==> src/rtl/tpu_pkg.sv <==
// Shared types for the TPU fetch path: fetch FSM states, the HALT encoding
// and the layout of a queued instruction entry at the default widths.
package tpu_pkg;

    localparam int DEF_BITNESS    = 32;
    localparam int DEF_ADDR_WIDTH = 16;

    // An all-ones instruction word stops the fetch stage after it is queued.
    localparam logic [DEF_BITNESS-1:0] HALT_WORD = '1;

    typedef enum logic [1:0] {
        IDLE = 2'd0,
        RUN  = 2'd1,
        STOP = 2'd2
    } fetch_state_t;

    typedef struct packed {
        logic [DEF_BITNESS-1:0]    data;
        logic [DEF_ADDR_WIDTH-1:0] addr;
    } fetch_entry_t;

endpackage

==> src/rtl/instr_queue.sv <==
// Small synchronous FIFO holding fetched {data, addr} entries.
// Head is presented combinationally and forced to zero while empty so the
// downstream outputs read as zero out of reset.
module instr_queue #(
    parameter  int WIDTH = 48,
    parameter  int DEPTH = 4,
    localparam int PW    = $clog2(DEPTH),
    localparam int CW    = PW + 1
) (
    input  logic             clock,
    input  logic             reset,
    input  logic             flush,
    input  logic             push,
    input  logic [WIDTH-1:0] push_data,
    input  logic             pop,
    output logic [WIDTH-1:0] pop_data,
    output logic             pop_valid,
    output logic [CW-1:0]    count
);

    localparam logic [CW-1:0] FULL = CW'(DEPTH);

    logic [WIDTH-1:0] slots [DEPTH];
    logic [PW-1:0]    wr_ptr;
    logic [PW-1:0]    rd_ptr;
    logic             do_push;
    logic             do_pop;

    assign pop_valid = (count != '0);
    assign do_pop    = pop && pop_valid;
    // A push into a full queue is only accepted when the head leaves in the same cycle.
    assign do_push   = push && ((count != FULL) || do_pop);
    assign pop_data  = pop_valid ? slots[rd_ptr] : '0;

    // Pointer and occupancy bookkeeping; flush empties the queue in one cycle.
    always_ff @(posedge clock or negedge reset) begin
        if (!reset) begin
            wr_ptr <= '0;
            rd_ptr <= '0;
            count  <= '0;
        end else if (flush) begin
            wr_ptr <= '0;
            rd_ptr <= '0;
            count  <= '0;
        end else begin
            if (do_push) wr_ptr <= wr_ptr + PW'(1);
            if (do_pop)  rd_ptr <= rd_ptr + PW'(1);
            if (do_push && !do_pop)
                count <= count + CW'(1);
            else if (do_pop && !do_push)
                count <= count - CW'(1);
        end
    end

    // Entry storage; contents are only observable through a valid head, so no reset.
    always_ff @(posedge clock) begin
        if (do_push && !flush)
            slots[wr_ptr] <= push_data;
    end

endmodule

==> src/rtl/instr_fetch.sv <==
// Instruction fetch stage feeding the control unit: one outstanding program
// memory read at a time, responses buffered in instr_queue, head handed to
// the control unit over valid/ready together with its word address.
//
//  state | meaning
//  ------+-----------------------------------------------------------------
//  IDLE  | not fetching; start loads the PC and issues the first request
//  RUN   | fetching; a request issues when nothing is in flight and the
//        | queue has a free slot for its response
//  STOP  | HALT word queued; no new requests, back to IDLE once drained
module instr_fetch
    import tpu_pkg::*;
#(
    parameter int BITNESS     = DEF_BITNESS,
    parameter int ADDR_WIDTH  = DEF_ADDR_WIDTH,
    parameter int QUEUE_DEPTH = 4
) (
    input  logic                  clock,
    input  logic                  reset,
    input  logic                  start,
    input  logic [ADDR_WIDTH-1:0] start_addr,
    input  logic                  flush,
    input  logic [ADDR_WIDTH-1:0] flush_addr,
    output logic                  mem_req,
    output logic [ADDR_WIDTH-1:0] mem_addr,
    input  logic                  mem_gnt,
    input  logic                  mem_rvalid,
    input  logic [BITNESS-1:0]    mem_rdata,
    output logic                  instr_valid,
    output logic [BITNESS-1:0]    instr_data,
    output logic [ADDR_WIDTH-1:0] instr_addr,
    input  logic                  instr_ready,
    output logic                  busy
);

    localparam int CW = $clog2(QUEUE_DEPTH) + 1;
    localparam int EW = BITNESS + ADDR_WIDTH;
    localparam logic [CW-1:0] DEPTH_C = CW'(QUEUE_DEPTH);

    fetch_state_t          state;
    fetch_state_t          state_d;
    logic [ADDR_WIDTH-1:0] pc;
    logic [ADDR_WIDTH-1:0] req_addr;
    logic                  outstanding;
    logic                  discard;
    logic                  issue;
    logic                  granted;
    logic                  push;
    logic                  pop;
    logic                  is_halt;
    logic [CW-1:0]         count;
    logic [EW-1:0]         push_entry;
    logic [EW-1:0]         head_entry;

    assign granted    = mem_req && mem_gnt;
    // Responses are dropped while a redirect is pending or arrives this cycle.
    assign push       = mem_rvalid && !discard && !flush;
    assign is_halt    = &mem_rdata;
    assign pop        = instr_valid && instr_ready;
    assign push_entry = {mem_rdata, req_addr};

    assign mem_addr   = pc;
    assign instr_data = head_entry[EW-1:ADDR_WIDTH];
    assign instr_addr = head_entry[ADDR_WIDTH-1:0];
    assign busy       = (state != IDLE) || instr_valid;

    // Next-state and request-issue decision; flush overrides everything.
    always_comb begin
        state_d = state;
        issue   = 1'b0;
        case (state)
            IDLE: begin
                if (start) begin
                    state_d = RUN;
                    issue   = 1'b1;
                end
            end
            RUN: begin
                // Waiting for outstanding to clear also covers the rvalid cycle,
                // which guarantees a slot exists when the response lands.
                issue = !mem_req && !outstanding && (count < DEPTH_C);
                if (push && is_halt)
                    state_d = STOP;
            end
            STOP: begin
                if ((count == '0) && !outstanding)
                    state_d = IDLE;
            end
            default: state_d = IDLE;
        endcase
        if (flush) begin
            state_d = RUN;
            issue   = 1'b0;
        end
    end

    // FSM state register.
    always_ff @(posedge clock or negedge reset) begin
        if (!reset)
            state <= IDLE;
        else
            state <= state_d;
    end

    // PC, request handshake and in-flight tracking.
    always_ff @(posedge clock or negedge reset) begin
        if (!reset) begin
            pc          <= '0;
            req_addr    <= '0;
            mem_req     <= 1'b0;
            outstanding <= 1'b0;
            discard     <= 1'b0;
        end else begin
            if (granted) begin
                req_addr <= pc;
                pc       <= pc + ADDR_WIDTH'(1);
            end
            if ((state == IDLE) && start)
                pc <= start_addr;
            if (flush)
                pc <= flush_addr;

            // A held request keeps its address until granted; a redirect withdraws
            // it and the next request goes out from flush_addr a cycle later.
            if (flush)
                mem_req <= 1'b0;
            else if (mem_req)
                mem_req <= !mem_gnt;
            else
                mem_req <= issue;

            if (granted)
                outstanding <= 1'b1;
            else if (mem_rvalid)
                outstanding <= 1'b0;

            // The read still in flight after a redirect belongs to the old stream.
            if (flush)
                discard <= granted || (outstanding && !mem_rvalid);
            else if (mem_rvalid)
                discard <= 1'b0;
        end
    end

    instr_queue #(
        .WIDTH (EW),
        .DEPTH (QUEUE_DEPTH)
    ) u_queue (
        .clock     (clock),
        .reset     (reset),
        .flush     (flush),
        .push      (push),
        .push_data (push_entry),
        .pop       (pop),
        .pop_data  (head_entry),
        .pop_valid (instr_valid),
        .count     (count)
    );

endmodule

==> config.mk <==
export PLATFORM = sky130hd
export DESIGN_NAME = instr_fetch
export DESIGN_NICKNAME = d
export VERILOG_FILES = /design/src/rtl/tpu_pkg.sv /design/src/rtl/instr_queue.sv /design/src/rtl/instr_fetch.sv
export SDC_FILE = /design/constraint.sdc
export NUM_CORES = 1
export LEC_CHECK = 0
export CAP_MARGIN = 20
export CORE_ASPECT_RATIO = 1.2
export CORE_UTILIZATION = 45
export DETAILED_ROUTE_END_ITERATION = 6
export PLACE_DENSITY = 0.71
export SYNTH_ARGS = -nofsm -noshare
export SYNTH_HDL_FRONTEND = slang
export SYNTH_SLANG_ARGS = --single-unit
==> constraint.sdc <==
create_clock -name clock -period 2.6 [get_ports clock]
set_clock_uncertainty 0.05 [all_clocks]
set_input_delay 0.39 -clock clock [delete_from_list [all_inputs] [get_ports clock]]
set_output_delay 0.39 -clock clock [all_outputs]
set_load 0.01 [all_outputs]
* After elaboration in Yosys (flattened, before gate mapping)
Memory sizes are Yosys's and may differ from the RTL's.
Cells that the tools add are included.
** Word-level totals
- Word-level logic and storage cells :: 85
- Register bits after elaboration :: 44
- Input bits :: 71
- Memory bits (writable) :: 192
- Output and inout port bits :: 67
- Memories kept :: 1
** Memories
- u_queue.slots :: words 4, bits a word 48, rd ports 1, clocked after Yosys merged registers in 0, write ports 1, RTL line instr_queue.sv:23 : logic [WIDTH-1:0] slots [DEPTH];
** Operators by class
- Add/subtract/negate cells :: 5
- Equality and inequality tests :: 6
- Reductions and logical operators :: 38
- Mux-type cells :: 25
- Order comparisons :: 1
** Operator list (count)
- $mux W16 :: 3
- $mux W48 :: 1
- $reduce_and A32 Y1 :: 1
- $add A16 B1 Y16 const B :: 1
- $mux W2 :: 8
- $logic_and A1 B1 Y1 :: 15
- $ne A3 B3 Y1 const B :: 4
- $reduce_bool A2 Y1 :: 5
- $mux W3 :: 3
- $reduce_bool A3 Y1 :: 3
- $logic_not A1 Y1 :: 8
- $mux W1 :: 8
- $pmux W2 S3 :: 1
- $add A2 B1 Y2 const B :: 2
- $add A3 B1 Y3 const B :: 1
- $logic_not A3 Y1 :: 1
- $logic_or A1 B1 Y1 :: 3
- $lt A3 B3 Y1 const B :: 1
- $reduce_and A3 Y1 :: 1
- $sub A3 B1 Y3 const B :: 1
- $eq A2 B1 Y1 const B :: 1
- $eq A2 B2 Y1 const B :: 1
- $logic_not A2 Y1 :: 1
- $pmux W1 S2 :: 1

* Logic depth before layout (Yosys ltp)
- Depth after elaboration :: 10
- Mapped depth :: 9
- Depth with buffers taken out :: 8

* Modules after synthesis
Synthesis repeated with hierarchy kept, for this count alone.
** Second synthesis, totals
- Cells, all modules :: 595
- Area, all modules :: 9994.6 µm²
** By module, submodules not included
- instr_queue :: sequential area each 5940.7 µm², area each 7811.2 µm², times used 1, cells each 367
- instr_fetch :: sequential area each 925.9 µm², area each 2183.3 µm², times used 1, cells each 228

* Worst setup path after synthesis
Ideal clock, no wire load.
- Path kind :: register to register
- From :: register discard
- To :: memory u_queue.slots[1][0] (enable)
- Buffers on the path :: 1
- Cell stages (with the launch flop) :: 5
- Setup time :: 0.410 ns
- Path slack :: -0.178 ns
- Clock period less this slack :: 2.778 ns
- Arrival :: 2.318 ns
- Data required time :: 2.140 ns
- Cell sequence :: dfrtp_1 -> nand2b_1 -> clkbuf_1 -> nor3_1 -> and2_1
** Between the ends
- Word-level cells in the longest chain between the ends :: 7
** RTL lines
- from (decl) :: RTL line instr_fetch.sv:45 : logic discard;
- from (signal assigned) :: RTL line instr_fetch.sv:139 : discard <= granted || (outstanding && !mem_rvalid);
- $logic_not A1 Y1 :: RTL line instr_fetch.sv:57 : assign push = mem_rvalid && !discard && !flush;
- $logic_and A1 B1 Y1 (2 in series) :: RTL line instr_fetch.sv:57
- $logic_and A1 B1 Y1 :: RTL line instr_queue.sv:32 : assign do_push = push && ((count != FULL) || do_pop);
- $logic_and A1 B1 Y1 :: RTL line instr_queue.sv:57 : if (do_push && !flush)
- $mux W1 :: RTL line instr_queue.sv:57
- $mux W1 (implied by the code) :: RTL line instr_queue.sv:58 : slots[wr_ptr] <= push_data;
- to (decl) :: RTL line instr_queue.sv:23
Every way passes these cells.

* Worst setup path after layout
- From :: register u_queue.rd_ptr[0]
- To :: output instr_data[30]
** Between the ends
- Word-level cells in the longest chain between the ends :: 2
** RTL lines
- from (decl) :: RTL line instr_queue.sv:25 : logic [PW-1:0] rd_ptr;
- from (signal assigned) :: RTL line instr_queue.sv:47 : if (do_pop) rd_ptr <= rd_ptr + PW'(1);
- $mem_v2 Z4 W48
- $mux W48 :: RTL line instr_queue.sv:33 : assign pop_data = pop_valid ? slots[rd_ptr] : '0;
- to (decl) :: RTL line instr_fetch.sv:30 : output logic [BITNESS-1:0] instr_data,
Every way passes these cells.

==> results.toml <==
[cells_and_area]
nNetsFinal = 829
design_area_um2 = 12700
drive_above_1_share_pct = 30.9
area_delta_synth_final_pct = 30.9
diodes = 0
finalCoreUtilization_pct = 60.3

[worst_setup_path]
critical_path_class = "flip-flop to output pin"
critPathTopFamily = "buffers and inverters"
cp-start-kind = "flip-flop"
cp_max_fo = 8
cpPeakStageDelay_ns = 0.52
crit_chain = "buf_12, buf_12, buf_12, mux4_2, and2_4, buf_6"
r2r-start = "u_queue.count[0]"
cp_slowest_cell = "dfrtp_4"
cp.required_ns = 2.16
r2r_slack_ns = 0.19
arrival_ns = 2.17
critPathCaptureType = "output pin"
crit_path_frequent_cell = "buf_12"
r2r_end = "u_queue.count[2]"
reg2reg_depth = 7
cp.buffers_inverters = 4

[place]
io_buffers = 137
hpwlAfterDp_um = 13600
dpl_cell_area_um2 = 11700
gp_congestion = 0.833

[power]
peakVddDrop_uv = 596
combinationalPowerShare_pct = 34.3
power.leakage_uw = 0.00451
power_density_nw_per_um2 = 1030
p_switching_uw = 3630
p_sw_share_pct = 27.8
clockPowerShare_pct = 27.2
p_int_uw = 9450
seqPwrFrac_pct = 38.5

[synth]
synthesis.nets = 654
syn-cell-area_um2 = 9740
synth-edff-count = 192
ys_ff_latch = 236
synth_cells = 577
post_synth.cell_area_avg_um2 = 16.9
synthArstFlopShare_pct = 18.6
synth_warnings = 0
synth-seq-area-share_pct = 70.5
yosysUniqueCellTypes = 51
synthFlopType = "edfxtp_1"

[timing]
setup_ws_ns = -0.00865
setup_violations = 3
rsz0062_at_grt = "yes"
finalHoldViolCount = 0
worst_pin_slew_ns = 0.695
period_needed_ns = 2.61
fmax_mhz = 383
drv_slew = 0
fin_crit_sh_pct = 100
relSlewSlack_pct = 53.7

[die]
floorplan.die.width_um = 136
rows = 58
ios = 138
die_h_um = 163
core_area_um2 = 21100
dieArea_um2 = 22200
initial_utilization_pct = 46.1

[detailed_routing]
routed_wl_um = 21300
drt_pre_antenna_iters = 5
postRouteAntennaNets = 0
drc = 0
wl_per_cell_um = 20.5
via_count = 5745
drt_iter0_markers = 310
vias_per_cell = 5.53

[worst_hold_path]
holdCritStartpoint = "flush_addr[8]"
min_to = "mem_addr[8]"
hp-class = "primary input to flip-flop"
min_delay_path_depth = 3

[global_routing]
antenna_found_initial = 0
grt_pass1_vias = 5964
grt_max_degree = 39
grt.overflow.total = 0
grt_use_total_pct = 19.5
grt_first_pass_wirelength_um = 33000

[status]
status = "finished, violations left"
violations = "setup timing"

[clock_network]
cts_buffer_depth = 3
clkLatencyLatePin_ns = 0.51
htreeDepth = 1
cts_buffers = 23
clkSinkCount = 236
clk_pin_slew_worst_paths_ns = 0.06
cts_root_buf = "clkbuf_16"
tritoncts = "done"

[flow_run]
max-cap-violations = 0
==> cells by family after synthesis <==
kind of cell / after synthesis / share of synthesized area (%)
muxes: 67 / 13.2
and+or+nand+nor: 161 / 9.18
xor gates and xnor gates: 11 / 0.989
adders and majority gates: 6 / 0.848
DFF: 236 / 70.5
AOI/OAI and AO/OA: 56 / 3.60
buffers and inverters: 40 / 1.62
==> placed cells by master (no fill, tap or decap), types with 3 or more instances in the layout <==
cell / instances
dfrtp_1: 40
or3_1: 3
clkinv_2: 5
clkbuf_2: 6
nor3_1: 8
edfxtp_1: 192
clkdlybuf4s15_2: 3
clkdlybuf4s50_1: 86
nand2_1: 29
buf_4: 22
and2_2: 4
clkinvlp_4: 3
mux2i_1: 4
dfrtp_2: 3
and3_1: 5
nand3_1: 11
o21ai_0: 15
o31ai_1: 6
xnor2_1: 4
buf_2: 16
and2_1: 20
inv_1: 10
mux2_2: 15
mux4_2: 48
xor2_1: 7
nor4_1: 3
a31oi_1: 3
bufinv_16: 5
buf_12: 15
buf_6: 23
nand4_1: 10
clkbuf_16: 24
a21oi_1: 17
nor2_1: 22
ha_1: 5
and2_4: 30
==> flip-flops by register name (all words and copies together), names as in the netlist <==
name,cells
discard,1
mem_addr,16
mem_req,1
outstanding,1
req_addr,16
state,2
u_queue.count,3
u_queue.rd_ptr,2
u_queue.slots,192
u_queue.wr_ptr,2
==> power groups by stage <==
stage          sequential, µW  clock (µW)  combinational [µW]
2_1_floorplan            4980           0                2100
3_3_place_gp             5080           0                3900
3_5_place_dp             5130           0                3960
4_1_cts                  5040        3620                4280
5_1_grt                  5090        3770                4850
6_report                 5040        3560                4480
==> Yosys cell counts (all sizes together), types with 6 or more instances <==
| cell type | instances | area (µm²) |
|---|---|---|
| edfxtp | 192 | 5770 |
| and2 | 54 | 338 |
| mux4 | 48 | 1080 |
| dfrtp | 44 | 1100 |
| nand2 | 29 | 109 |
| nor2 | 22 | 82.6 |
| clkbuf | 19 | 71.3 |
| a21oi | 17 | 85.1 |
| mux2 | 15 | 169 |
| o21ai | 15 | 75.1 |
| nand3 | 13 | 82.6 |
| buf | 11 | 48.8 |
| inv | 10 | 37.5 |
| nand4 | 10 | 62.6 |
| nor3 | 8 | 40.0 |
| xor2 | 7 | 61.3 |
| o31ai | 6 | 45.0 |
==> worst max path at each step <==
stage                      start          endpoint  slack [ns]  cells after the start
4_1_cts        u_queue.rd_ptr[0]     instr_addr[8]       -0.08                      4
5_1_grt        u_queue.rd_ptr[0]    instr_data[21]       -0.06                      6
2_1_floorplan   u_queue.count[0]  u_queue.count[2]        0.31                      8
3_3_place_gp         instr_ready  u_queue.count[2]       -0.03                      8
6_report       u_queue.rd_ptr[0]    instr_data[30]      -0.009                      6
3_5_place_dp         instr_ready  u_queue.count[2]       -0.18                      8
==> per-stage QoR <==
step / setup WS (ns) / power [µW] / setup TNS (ns) / instances / hold slack, ns
2_1_floorplan: 0.315 / 7080 / 0 / 577 / 0.0444
6_report: -0.00865 / 13100 / -0.0192 / 1039 / 0.393
4_1_cts: -0.0777 / 12900 / -0.637 / 1035 / 0.384
3_5_place_dp: -0.183 / 9080 / -0.183 / 984 / 0.411
3_3_place_gp: -0.0286 / 8980 / -0.0286 / 984 / 0.409
5_1_grt: -0.0585 / 13700 / -0.878 / 1039 / 0.405
==> layer usage <==
metal | wire, µm | vias to the layer above | track usage (%)
li1 | - | 2593 | -
met1 | 8700 | 2918 | 25.6
met2 | 10900 | 209 | 33.5
met3 | 1410 | 25 | 3.66
met4 | 283 | 0 | 4.29
met5 | 0 | - | 0
==> area by class of cell <==
cell class | count | area [µm²]
clock buffers | 27 | 611
repair buffers | 180 | 1860
inverters | 10 | 37.5
flip-flops and latches | 236 | 6870
fillers | 1554 | 8380
well taps | 270 | 338
multi-input cells | 301 | 2800
clock inverters | 15 | 215
==> worst min-delay path: cells and delay by family <==
kind	cells	cell delay, ns
compound gates	1	0.06
buf+inv	1	0.40
simple gates	1	0.07
==> what timing repair did <==
| action | 4_1_cts | 5_1_grt |
|---|---|---|
| pin swaps | 5 | 1 |
| gates resized for setup | 209 | 43 |
| setup buffers | 7 | 4 |
| cloned | 2 | 1 |
| endpoints found under the hold margin | 26 | 0 |
| setup endpoints to repair | 50 | 46 |
| hold buffers | 1 | 0 |
(Power assumes the default switching activity.)
